==> config.mk <==
export PLATFORM = sky130hd
export DESIGN_NAME = parallel_cmd_responder
export DESIGN_NICKNAME = d
export VERILOG_FILES = /design/src/rtl/parallel_cmd_responder.sv
export SDC_FILE = /design/constraint.sdc
export NUM_CORES = 1
export LEC_CHECK = 0
export CORE_UTILIZATION = 40
export DETAILED_ROUTE_END_ITERATION = 8
export GPL_TIMING_DRIVEN = 1
export HOLD_SLACK_MARGIN = 0.05
export PLACE_DENSITY = 0.7
export SLEW_MARGIN = 25
export SYNTH_ARGS = -nofsm -noshare
export SYNTH_HDL_FRONTEND = slang
export SYNTH_SLANG_ARGS = --single-unit
==> constraint.sdc <==
create_clock -name CLK_50 -period 3.2 [get_ports CLK_50]
set_clock_uncertainty 0.05 [all_clocks]
set_input_delay 0.48 -clock CLK_50 [delete_from_list [all_inputs] [get_ports CLK_50]]
set_output_delay 0.48 -clock CLK_50 [all_outputs]
set_load 0.05 [all_outputs]
==> src/rtl/parallel_cmd_responder.sv <==
// Byte-wide command responder for the Pi parallel link. The block decodes an axis
// request, waits for an accelerometer sample (or a timeout) and returns it as two
// bytes, low byte first, each advanced by a Pi strobe.
module parallel_cmd_responder #(
  parameter int unsigned TIMEOUT_CYCLES = 50000
) (
  input  logic       CLK_50,
  input  logic       dly_rst,
  input  logic       rp_clk_in,
  input  logic       rp_cs_n,
  input  logic [7:0] rp_data_in,
  output logic [7:0] rp_data_out,
  output logic       rp_data_oe,
  output logic       rp_ready,
  output logic [1:0] acc_dim,
  input  logic [7:0] acc_data_l,
  input  logic [7:0] acc_data_h,
  input  logic       acc_valid,
  output logic [7:0] err_count,
  output logic       timeout_flag
);

  localparam int unsigned CntW = (TIMEOUT_CYCLES > 1) ? $clog2(TIMEOUT_CYCLES) : 1;
  localparam logic [CntW-1:0] CntLast = CntW'(TIMEOUT_CYCLES - 1);

  typedef enum logic [1:0] {StIdle, StWaitSample, StSendL, StSendH} state_e;

  state_e          state_q, state_d;
  logic [15:0]     hold_q, hold_d;
  logic [CntW-1:0] cnt_q, cnt_d;
  logic [1:0]      dim_d;
  logic [7:0]      err_d;
  logic            flag_d;
  logic [7:0]      data_out_d;
  logic            oe_d, ready_d;
  logic            err_inc;

  logic       clk_s1, clk_s2, clk_s3;
  logic       cs_s1, cs_s2;
  logic [7:0] data_s1, data_s2;
  logic       strobe_edge, cs_active;

  // Two-flop synchronizers; the third strobe flop feeds the rising-edge detector.
  always_ff @(posedge CLK_50) begin
    if (dly_rst) begin
      clk_s1  <= 1'b0;
      clk_s2  <= 1'b0;
      clk_s3  <= 1'b0;
      cs_s1   <= 1'b0;
      cs_s2   <= 1'b0;
      data_s1 <= 8'h00;
      data_s2 <= 8'h00;
    end else begin
      clk_s1  <= rp_clk_in;
      clk_s2  <= clk_s1;
      clk_s3  <= clk_s2;
      cs_s1   <= rp_cs_n;
      cs_s2   <= cs_s1;
      data_s1 <= rp_data_in;
      data_s2 <= data_s1;
    end
  end

  assign strobe_edge = clk_s2 & ~clk_s3;
  assign cs_active   = ~cs_s2;

  // Protocol state, sample hold, timeout counter and registered outputs.
  always_ff @(posedge CLK_50) begin
    if (dly_rst) begin
      state_q      <= StIdle;
      hold_q       <= 16'h0000;
      cnt_q        <= '0;
      acc_dim      <= 2'd0;
      err_count    <= 8'h00;
      timeout_flag <= 1'b0;
      rp_data_out  <= 8'h00;
      rp_data_oe   <= 1'b0;
      rp_ready     <= 1'b0;
    end else begin
      state_q      <= state_d;
      hold_q       <= hold_d;
      cnt_q        <= cnt_d;
      acc_dim      <= dim_d;
      err_count    <= err_d;
      timeout_flag <= flag_d;
      rp_data_out  <= data_out_d;
      rp_data_oe   <= oe_d;
      rp_ready     <= ready_d;
    end
  end

  // Next-state decode; outputs are derived from the next state so they are registered.
  always_comb begin
    state_d    = state_q;
    hold_d     = hold_q;
    cnt_d      = cnt_q;
    dim_d      = acc_dim;
    err_d      = err_count;
    flag_d     = timeout_flag;
    err_inc    = 1'b0;
    data_out_d = 8'h00;
    oe_d       = 1'b0;
    ready_d    = 1'b0;

    if (!cs_active) begin
      // Deselect aborts any transaction; strobes while deselected are not errors.
      state_d = StIdle;
    end else begin
      unique case (state_q)
        StIdle: begin
          if (strobe_edge) begin
            case (data_s2)
              8'h78: begin dim_d = 2'd0; cnt_d = '0; state_d = StWaitSample; end
              8'h79: begin dim_d = 2'd1; cnt_d = '0; state_d = StWaitSample; end
              8'h7A: begin dim_d = 2'd2; cnt_d = '0; state_d = StWaitSample; end
              default: err_inc = 1'b1;
            endcase
          end
        end
        StWaitSample: begin
          cnt_d = cnt_q + 1'b1;
          if (strobe_edge) err_inc = 1'b1;
          // A real sample wins over a coincident timeout.
          if (acc_valid) begin
            hold_d  = {acc_data_h, acc_data_l};
            state_d = StSendL;
          end else if (cnt_q == CntLast) begin
            hold_d  = 16'h8000;
            flag_d  = 1'b1;
            state_d = StSendL;
          end
        end
        StSendL: if (strobe_edge) state_d = StSendH;
        StSendH: if (strobe_edge) state_d = StIdle;
        default: state_d = StIdle;
      endcase
    end

    if (err_inc && (err_count != 8'hFF)) err_d = err_count + 8'h01;

    case (state_d)
      StSendL: begin data_out_d = hold_d[7:0];  oe_d = 1'b1; ready_d = 1'b1; end
      StSendH: begin data_out_d = hold_d[15:8]; oe_d = 1'b1; ready_d = 1'b1; end
      default: ;
    endcase
  end

endmodule

* After elaboration in Yosys (flattened, before gate mapping)
Cells that the tools add are included.
** Word-level totals
- Bits in registers :: 75
- Bits in latches :: 0
- Bits in writable memories :: 0
- Bits in read-only memories :: 0
- Input bits :: 29
- Output and inout bits :: 21
- Memories kept :: 0
** Operators by class
- $add $sub $neg :: 2
- $mul :: 0
- Div/mod/pow operators :: 0
- $lt $le $gt $ge :: 0
- Eq/ne operators :: 12
- Shift operators :: 0
- Multiplexer cells :: 23
- Bitwise gates (word level) :: 4
- Reduce and logical (&&, ||, !) cells :: 9
** Operator list (number)
- $mux 16 :: 6
- $pmux 16 s2 :: 1
- $eq 8x7->1 const B :: 3
- $add 16x1->16 const B :: 1
- $eq 16x16->1 const B :: 1
- $pmux 8 s2 :: 1
- $mux 2 :: 7
- $reduce_and 4->1 :: 3
- $add 8x1->8 const B :: 1
- $eq 2x2->1 const B :: 4
- $ne 8x8->1 const B :: 1
- $pmux 2 s4 :: 1
- $pmux 2 s3 :: 1
- $mux 1 :: 5
- $ne 2x2->1 const B :: 2
- $not 1->1 :: 3
- $reduce_bool 3->1 :: 1
- $reduce_or 3->1 :: 1
- $eq 2x1->1 const B :: 1
- $logic_not 2->1 :: 1
- $pmux 1 s2 :: 1
- $reduce_bool 2->1 :: 1
- $reduce_or 2->1 :: 1
- $and 1x1->1 :: 1
- $logic_and 1x1->1 :: 1

* Longest topological paths before layout
- Depth in word-level cells :: 9
- Gate-level depth with buffers :: 8
- Gate-level depth less buffers :: 6

* Least setup slack after synthesis
No wires, ideal clock.
- Kind :: register to register
- Start point :: register cs_s2
- End point :: register cnt_q[15]
- Setup time :: 0.070 ns
- Arrival time :: 1.894 ns
- Required time :: 3.080 ns
- Path slack :: 1.186 ns
- Stages on the path, launching flop included :: 6
- Cell sequence :: dfxtp_1 or4b_4 o41ai_2 nand2_1 or4_1 a21oi_1
** On the way
- Cells in the longest elaborated chain, start to end :: 2
** RTL lines
- start: declaration :: line 39 : logic cs_s1, cs_s2;
- start signal: assignment :: line 58 : cs_s2 <= cs_s1;
- $not 1->1 (no line)
- $reduce_and 4->1 (no line)
- end signal: assignment :: line 82 : cnt_q <= cnt_d;
- end: declaration :: line 30 : logic [CntW-1:0] cnt_q, cnt_d;
Every way passes these cells.
A chain may end at the register's enable or synchronous reset.

* Worst setup path after layout
- Start point :: register cnt_q[4]
- End point :: register rp_data_out[0]
** On the way
- Cells in the longest elaborated chain, start to end :: 7
- Elaborated cells between the ends (all ways) :: 12
- Those cells by class :: eq/ne: 3; mux: 9
** RTL lines
- $eq 16x16->1 * :: line 127 : end else if (cnt_q == CntLast) begin
- $mux 2 :: line 127
- $mux 2 :: line 124 : if (acc_valid) begin
- $pmux 2 s4 :: line 109 : unique case (state_q)
- $mux 2 :: line 105 : if (!cs_active) begin
- $eq 2x2->1 :: line 141 : case (state_d)
- $pmux 8 s2 * :: line 141
- end signal: assignment :: line 86 : rp_data_out <= data_out_d;
- end: declaration :: line 12 : output logic [7:0] rp_data_out,
Every way passes the cells marked *; elsewhere a longest branch is shown, timed or not.

==> metrics.txt <==
status=finished clean; Comb power frac=4.3%; setup violators final=0; Min-Delay Path Depth=1; main combinational cell family by area after synthesis=simple AND/OR/NAND/NOR gates; max_cap viols=0; fin crit share=74.7%; grt met3 use=4.89%; final hold viol count=0; register area=1500 um^2; pwr dens=459 nW/um^2; FP Rows=31; CTS buffer count=9; first-iteration detailed-routing DRC count=102; GR Util All Layers=16.4%; CTS tree=built; worst r2r path cells=5; CP cell instances=or4b_1, nor4_2, o21ai_1, a22o_1, a32o_1; Via Count=2,473; Synth Area in Simple Gates=24.8%; multi-input logic area=1450 um^2; GR Util met2=25.8%; Cell Area, Synth=3060 um^2; Sink Count=75; Data arrival, critical path=2.57 ns; post-synth cell types=46; CP Max Fanout=7; Min-Delay Path Class=flop to flop; Startpoint Class=flop; P&R area growth vs syn=25.5%; clock-pin slew on the worst setup and hold paths=0.07 ns; total global routing overflow=0; hpwl dp=4170 um; die height=89.5 um; post-synthesis xor/xnor area fraction=5.43%; Core Region=7330 um^2; H-tree depth=3; initial core utilization=41.8%; async set-reset flop share out of synthesis=0%; Slew @ Worst Pin=0.623 ns; drt wl/cell=12.7 um; part of the power in registers=53.8%; via-per-instance ratio=5.16; EDFF count, synth=0; initial antenna violation count=0; Primary FF master, synth=dfxtp_1; vias in the first global route=2,203; DR pass1 iterations=4; Synth Net Count=358; CP max stage delay=0.56 ns; P_leak=1.36 nW; Final #Nets=406; clock tree buffer depth=2; RSZ-0062 raised after global routing=false; post-route setup TNS=0 ns; drc violations=0; Ports=50; number of synthesized register bits=75; CP Capture Type=flop; Min Clock Period, post-route=2.39 ns; register area share after synthesis=49.0%; Rel. slew slack=57.9%; Fill cells=661; clock network power share=41.9%; Routed WL=6080 um; Gates resized, CTS repair=0; worst endpoint required time=3.38 ns; Syn Inst Count=327; largest net degree at the start of global routing=38; largest area contributor in the netlist=dfxtp_1; Synth Area in Compound Gates=16.3%; GR peak layer=met2; synth top area cells=dfxtp_1 49%, nor2b_1 4.7%, a22o_1 4.0%; Clock Tree Root=clkbuf_8; post-cts hold buffer count=0; Pint=0.00139 W; Antenna Cells=0; Adder-Cell Fraction of Synth Area=0.817%; post-synthesis mux area share=0%; Switching Share=21.1%; overall power=0.00177 W; die area=8010 um^2; Die Wd=89.5 um; Syn. warnings=0; met1 Use GR=20.9%; layout cells sized above 1=7.37%; Peak VDD IR=0.299 mV; setup repair bufs after CTS=0; kind of critical path=flop to flop; Fmax achieved=418 MHz; Avg Inst Size Synth=9.37 um^2; hold slack=0.388 ns; worst skew pair latency=0.34 ns; RD Place Congestion=0.770; switching pwr=0.000372 W; Slew Limit Fails=0; number of port buffers=49; first-pass GRT wire length=9900 um; Routed Antenna Nets=0; share of the synthesized area in the top cell type=49.0%; Slowest cell on crit path=or4b_1
synthesized netlist by cell type, types with 10 or more instances:
cell      instances
nand2_1          13
nand3_1          11
clkbuf_1         11
a22o_1           14
inv_1            10
nor2b_1          23
xor2_1           10
o21ai_0          14
dfxtp_1          75
nor2_1           29
a21oi_1          14
layer usage:
metal | share of wire (%) | up-vias
met1 | 48 | 1156
li1 | - | 1263
met3 | 4.1 | 10
met2 | 47 | 44
met4 | 1.4 | 0
met5 | 0 | -
final timing paths:
check / to / from / slack, ns
min reg2reg: data_s2[7]$_SDFF_PP0_ / data_s1[7]$_SDFF_PP0_ / 0.39
min: data_s2[7]$_SDFF_PP0_ / data_s1[7]$_SDFF_PP0_ / 0.39
max: rp_data_out[0]$_SDFF_PP0_ / cnt_q[4]$_SDFFE_PP0P_ / 0.81
max reg2reg: rp_data_out[0]$_SDFF_PP0_ / cnt_q[4]$_SDFFE_PP0P_ / 0.81
cell usage in the layout, fill, tap and decap left out, types with 3 or more instances in the layout:
cell type,n
o21a_1,8
dfxtp_1,75
a32o_1,3
inv_1,10
nand4_1,9
a21oi_1,14
nor3b_1,9
nand2_1,13
o21ai_0,14
and2_1,7
nor2_1,29
clkbuf_8,11
and3_1,5
nor2b_1,23
a22o_1,14
nor4_1,3
a31oi_1,3
or3_1,3
nor3_1,8
xnor2_1,9
clkdlybuf4s50_1,49
xor2_1,10
buf_4,5
nand3_1,11
final cells by class:
cell class | count | share of cell area (%)
clock buffer | 13 | 4.13
tap | 99 | 3.22
inverter | 10 | 0.976
multi-input combinational | 225 | 37.7
sequential | 75 | 39.0
clock inverter | 3 | 1.20
timing repair buffer | 54 | 13.7
state kept, by name (all words and copies together) (netlist names):
signal / cells
acc_dim: 2
clk_s1: 1
clk_s2: 1
clk_s3: 1
cnt_q: 16
cs_s1: 1
cs_s2: 1
data_s1: 8
data_s2: 8
err_count: 8
hold_q: 16
rp_data_out: 8
rp_ready: 1
state_q: 2
timeout_flag: 1
logic make-up after synthesis:
group	Yosys count
simple gates	134
flops	75
fa+ha+maj	2
compound gates	70
xor+xnor	19
buf+inv	27
stage by stage:
stage | util (%) | instances | worst slack (ns) | instance area [um^2]
6_report | 52.4 | 479 | 0.808 | 3840
2_1_floorplan | - | 327 | 1.19 | 3060
4_1_cts | 52.4 | 479 | 0.846 | 3840
3_3_place_gp | 49.7 | 463 | 0.899 | 3640
3_5_place_dp | 49.7 | 463 | 0.831 | 3640
5_1_grt | 52.4 | 479 | 0.692 | 3840
power groups by stage:
stage | Sequential, W | Combinational (W) | Clock [W]
global placement | 0.000972 | 0.0000769 | 0
detailed placement | 0.000972 | 0.0000773 | 0
floorplan | 0.000974 | 0.0000309 | 0
finish | 0.000950 | 0.0000764 | 0.000740
global route | 0.000952 | 0.0000833 | 0.000802
CTS | 0.000950 | 0.0000775 | 0.000766
critical path, delay by kind of cell (launching register included):
kind,cells,cell delay [ns]
flops,1,0.35
compound gates,3,0.82
simple gates,2,1.05
(Power assumes the default switching activity.)
==> RTL edit 1 (same settings) <==
Take the reset off `hold_q` and load it in a clocked block of its own.
--- a/src/rtl/parallel_cmd_responder.sv
+++ b/src/rtl/parallel_cmd_responder.sv
@@ -69,5 +69,4 @@
     if (dly_rst) begin
       state_q      <= StIdle;
-      hold_q       <= 16'h0000;
       cnt_q        <= '0;
       acc_dim      <= 2'd0;
@@ -79,5 +78,4 @@
     end else begin
       state_q      <= state_d;
-      hold_q       <= hold_d;
       cnt_q        <= cnt_d;
       acc_dim      <= dim_d;
@@ -88,4 +86,8 @@
       rp_ready     <= ready_d;
     end
+  end
+
+  always_ff @(posedge CLK_50) begin
+    hold_q <= hold_d;
   end
 
Formal check against the unedited RTL: no difference found for any inputs over 4 cycles, from zero or initial values and one cycle with dly_rst high; that may be too few to reach the edited logic, so the function may still have changed.
==> RTL edit 1 against the unedited design <==
- synthesized area decreased by 1.3%
- sequential power about the same
- global-route usage increased by 0.35 points
- cell area decreased by 1.6%
- sequential cell count unchanged
- setup slack improved by 0.12 ns
- wire length decreased by 0.64%
- first-iteration DRC count increased by 34%
- power about the same
- critical path type unchanged
- largest cell class unchanged
- largest power group unchanged
==> RTL edit 1: results (changes against the unedited design) <==
origin_of_the_critical_flop_to_flop_path: "cnt_q[3]$_SDFFE_PP0P_"
static-leakage-power_nw: 1.390  # +2.5%
result_of_the_run: "finished clean"
worst-path-max-fanout: 19  # +12
post_route_cells_drive_above_1_share_pct: 8.488  # +1.1 points
synthesis.nets: 354  # -1.1%
setup.reg_to_reg.worst_slack_ns: 0.93  # +0.12 ns
postSynthCellCount: 323  # -1.2%
max_slew.worst_pin.slew_ns: 0.5827  # -0.04028 ns
grt.total_usage_pct: 16.72  # +0.35 points
crit_path_end: "rp_data_out[6]$_SDFF_PP0_"
wl_per_cell_um: 12.70  # about the same
gp_routability_congestion: 0.8038  # +4.5%
slowest_delay_ns: 0.51  # -0.05 ns
vias: 2453  # -0.81%
via_per_inst: 5.153  # -0.18%
synth_cell_types: 54  # +17%
critical_path_arrival_ns: 2.49  # -0.08 ns
internal_power_mw: 1.378  # -1.2%
post_dp_cell_area_sq_mm: 0.003573  # -1.8%
design.final.nets: 403  # -0.74%
total_instance_count_after_detailed_placement: 460  # -0.65%
wire_length_of_the_first_global_routing_pass_um: 10050  # +1.5%
ff2ff_path_depth: 6  # +1
grt_max_degree: 35  # -7.9%
final.fill_count: 708  # +7.1%
RTL edit 1: changes by cell type in the layout (fill, tap and decap cells not counted), sizes merged, moves of 6 or more:
| cell | change |
|---|---|
| nor2 | +6 |
| nand4 | -6 |
| xor2 | -7 |
| a22o | -14 |
| and2 | -7 |
| nand2 | +15 |
| xnor2 | +7 |
| nor3b | -6 |
| o21a | -8 |
| a22oi | +22 |
RTL edit 1: cell families (layout without fill, tap and decap cells):
family / after synthesis / in the layout / synth area share (%)
buffers and inverters: 25 / 79 / 4.841
AO/OA/AOI/OAI: 65 / 65 / 14.23
multiplexers: 1 / 1 / 0.3310
XOR/XNOR: 19 / 19 / 5.503
flip-flops: 75 / 75 / 49.65
AND/OR/NAND/NOR: 136 / 136 / 24.62
adder cells (fa/ha/maj): 2 / 2 / 0.8273
RTL edit 1: how the worst min path moves through the flow:
stage	from	end	slack [ns]	cells after the start
2_1_floorplan	clk_s1$_SDFF_PP0_	clk_s2$_SDFF_PP0_	0.36	1
3_3_place_gp	cs_s1$_SDFF_PP0_	cs_s2$_SDFF_PP0_	0.37	1
3_5_place_dp	data_s1[1]$_SDFF_PP0_	data_s2[1]$_SDFF_PP0_	0.37	1
4_1_cts	data_s1[1]$_SDFF_PP0_	data_s2[1]$_SDFF_PP0_	0.39	1
5_1_grt	data_s1[3]$_SDFF_PP0_	data_s2[3]$_SDFF_PP0_	0.41	1
6_report	data_s1[1]$_SDFF_PP0_	data_s2[1]$_SDFF_PP0_	0.39	1
RTL edit 1: per-stage QoR:
step	hold slack, ns	setup WS (ns)
4_1_cts	0.3915	0.9265
3_5_place_dp	0.3720	0.9449
3_3_place_gp	0.3698	0.9892
6_report	0.3874	0.9322
5_1_grt	0.4082	0.7468
2_1_floorplan	0.3638	1.203
RTL edit 1: power groups by stage:
| stage | clock network [mW] | logic, mW | registers [mW] |
|---|---|---|---|
| 3_3_place_gp | 0 | 0.0768 | 0.972 |
| 4_1_cts | 0.764 | 0.0776 | 0.951 |
| 6_report | 0.739 | 0.0770 | 0.951 |
| 2_1_floorplan | 0 | 0.0329 | 0.973 |
| 5_1_grt | 0.804 | 0.0843 | 0.952 |
| 3_5_place_dp | 0 | 0.0771 | 0.973 |
RTL edit 1: per-layer routing:
metal	GRT usage [%]	share of wire, %	wire (um)
met1	20.87	47	2814
met2	26.92	46	2770
met3	6.002	6.4	389
met4	5.772	1.2	71
met5	0	0	0
RTL edit 1: layout make-up:
type | count | share of cell area (%)
clock buffers | 10 | 3.639
clock inverters | 6 | 1.886
inverters | 8 | 0.7939
multi-input cells | 223 | 36.55
flip-flops and latches | 75 | 39.70
well taps | 99 | 3.275
repair buffers | 55 | 14.16
==> RTL edit 2 (config.mk and constraints unchanged) <==
Made on the original files. The parameter `TIMEOUT_CYCLES` goes from 50000 to 100000.
--- a/src/rtl/parallel_cmd_responder.sv
+++ b/src/rtl/parallel_cmd_responder.sv
@@ -3,5 +3,5 @@
 // bytes, low byte first, each advanced by a Pi strobe.
 module parallel_cmd_responder #(
-  parameter int unsigned TIMEOUT_CYCLES = 50000
+  parameter int unsigned TIMEOUT_CYCLES = 100000
 ) (
   input  logic       CLK_50,
Function: no difference found for any inputs over 10 cycles, from zero or initial values and one cycle with dly_rst high; that may be too few to reach the edited logic, so the function may still have changed.
==> RTL edit 2 against the unedited design <==
- power grew 3.2%
- sequential cell count grew 1
- synthesized area grew 1.6%
- setup slack gained 0.15 ns
- largest power group unchanged
- highest routed layer unchanged
- non-clock buffer count shrank 1
- cell area grew 1.4%
- wire length grew 11%
- critical endpoint is now rp_data_out[3]$_SDFF_PP0_
- global-route usage grew 1.1 points
- sequential share of layout area is essentially flat
==> RTL edit 2: results (changes against the unedited design) <==
result_of_the_run: "finished clean"
wire_length_of_the_first_global_routing_pass_um: 11480  # +16%
final.fill_count: 693  # +4.8%
drt_iter0_markers: 95  # -6.9%
setup_violations: 0  # unchanged
ff2ff_path_depth: 4  # -1
antenna_cells: 0  # unchanged
first_pass_iteration_count_of_the_detailed_router: 4  # unchanged
pre_cts_slack_ns: 0.7480  # -0.08300 ns
gp_routability_congestion: 0.8709  # +13%
via_count_of_the_first_global_routing_pass: 2488  # +13%
grt_max_degree: 28  # -26%
worst-path-max-fanout: 9  # +2
h_tree_lvls: 3  # unchanged
critical_path_arrival_ns: 2.41  # -0.16 ns
synth-warning-count: 0  # unchanged
synth_area_leaders: "sky130_fd_sc_hd__dfxtp_1, sky130_fd_sc_hd__a21oi_1, sky130_fd_sc_hd__nor2b_1"
clock-root-buffer: "sky130_fd_sc_hd__clkbuf_8"
hold_path.class: "flip-flop to flip-flop"
hold_buffers: 0  # unchanged
post_dp_cell_area_sq_mm: 0.003677  # +1.0%
synth_async_sr_flop_share_pct: 0  # unchanged
cts_resized: 0  # unchanged
wirelength_um: 6751  # +11%
gr-usage-met2_pct: 28.12  # +2.3 points
buffer_ports.inserted: 49  # unchanged
worst_skew_pair_later_pin_latency_ns: 0.36  # +0.02 ns
worst_setup_hold_path_clk_slew_ns: 0.09  # +0.02 ns
synth_cell_types: 54  # +17%
number_of_cells_on_the_worst_hold_path: 1  # unchanged
initial_antenna_violation_count: 0  # unchanged
groute.layer.met1.usage_pct: 22.01  # +1.1 points
static-leakage-power_nw: 1.294  # -4.5%
ctsLongestPathBuffers: 2  # unchanged
largest_registers: "cnt_q: 17 flops, hold_q: 16 flops"
design.final.nets: 407  # +0.25%
ir_worst_vdd_mv: 0.2709  # -9.5%
yosys-top-cells-count: "sky130_fd_sc_hd__dfxtp_1, sky130_fd_sc_hd__a21oi_1, sky130_fd_sc_hd__nor2b_1, sky130_fd_sc_hd__nor2_1, sky130_fd_sc_hd__nand2_1"
count_of_buffers_added_by_post_cts_timing_repair_for_setup: 0  # unchanged
via_per_inst: 5.633  # +9.1%
global_route.usage.met3_pct: 4.738  # -0.16 points
min-delay-start: "data_s1[0]$_SDFF_PP0_"
dp.final_hpwl_um: 4487  # +7.5%
max_slew.worst_pin.slew_ns: 0.6952  # +0.07223 ns
finish.instance_area_sq_mm: 0.003899  # +1.4%
origin_of_the_critical_flop_to_flop_path: "cnt_q[8]$_SDFFE_PP0P_"
internal_power_mw: 1.385  # -0.68%
synth-seq-area-share_pct: 48.85  # -0.14 points
grt.total_usage_pct: 17.45  # +1.1 points
critPathLaunchType: "flip-flop"
post_route_cells_drive_above_1_share_pct: 7.874  # +0.51 points
synthesis.nets: 365  # +2.0%
cts_inserted_buffers: 9  # unchanged
RTL edit 2: cell types whose count changed after synthesis, sizes merged, moves of 6 or more:
cell	before	now
a21oi	14	32
or4	1	15
o31ai	2	12
xor2	10	1
o32ai	0	8
xnor2	9	1
nand2	13	20
nor2	29	22
nor3b	9	2
and2	8	2
clkbuf	11	17
o21a	8	2
RTL edit 2: metrics by stage:
step	std cells	total power [mW]
2_1_floorplan	334	1.022
3_3_place_gp	464	1.069
3_5_place_dp	464	1.070
4_1_cts	480	1.842
5_1_grt	480	1.889
6_report	480	1.824
RTL edit 2: cells by family (layout without fill, tap and decap cells):
logic type	after synthesis	after routing	synth area share, %
compound gates	100	100	22.34
fa+ha+maj	2	2	0.8034
buf+inv	30	77	3.897
mux	2	2	0.6830
xor+xnor	2	2	0.5626
flops	76	76	48.85
simple gates	122	122	22.86
RTL edit 2: worst paths after layout:
| check | end | slack (ns) |
|---|---|---|
| worst min register to register | data_s2[0]$_SDFF_PP0_ | 0.39 |
| worst min-delay path | data_s2[0]$_SDFF_PP0_ | 0.39 |
| worst max register to register | rp_data_out[3]$_SDFF_PP0_ | 0.96 |
| worst max-delay path | rp_data_out[3]$_SDFF_PP0_ | 0.96 |
RTL edit 2: worst max-delay path, stage by stage, from the launching register on:
cell and delay (ns):
sky130_fd_sc_hd__dfxtp_1 0.35, sky130_fd_sc_hd__or4_4 0.57, sky130_fd_sc_hd__or4_1 0.73, sky130_fd_sc_hd__a31oi_1 0.30, sky130_fd_sc_hd__o32ai_1 0.12
RTL edit 2: power by group through the flow:
stage	Combinational, mW	Clock, mW	Sequential (mW)
final	0.0849	0.776	0.963
after global routing	0.0923	0.832	0.965
after CTS	0.0853	0.794	0.963
after detailed placement	0.0852	0	0.985
after global placement	0.0844	0	0.985
after floorplan	0.0361	0	0.986
RTL edit 2: layout make-up:
type                       count  share of cell area [%]
clock buffer                   9                   3.177
clock inverter                 7                   2.311
inverter                       8                  0.7702
multi-input combinational    228                   38.19
sequential                    76                   39.02
tap                           99                   3.177
timing repair buffer          53                   13.35
RTL edit 2: routing by layer:
layer	part of all wire, %	vias up
met5	0	-
met4	1.4	0
met3	3.6	10
met2	48	49
met1	47	1306
li1	-	1339
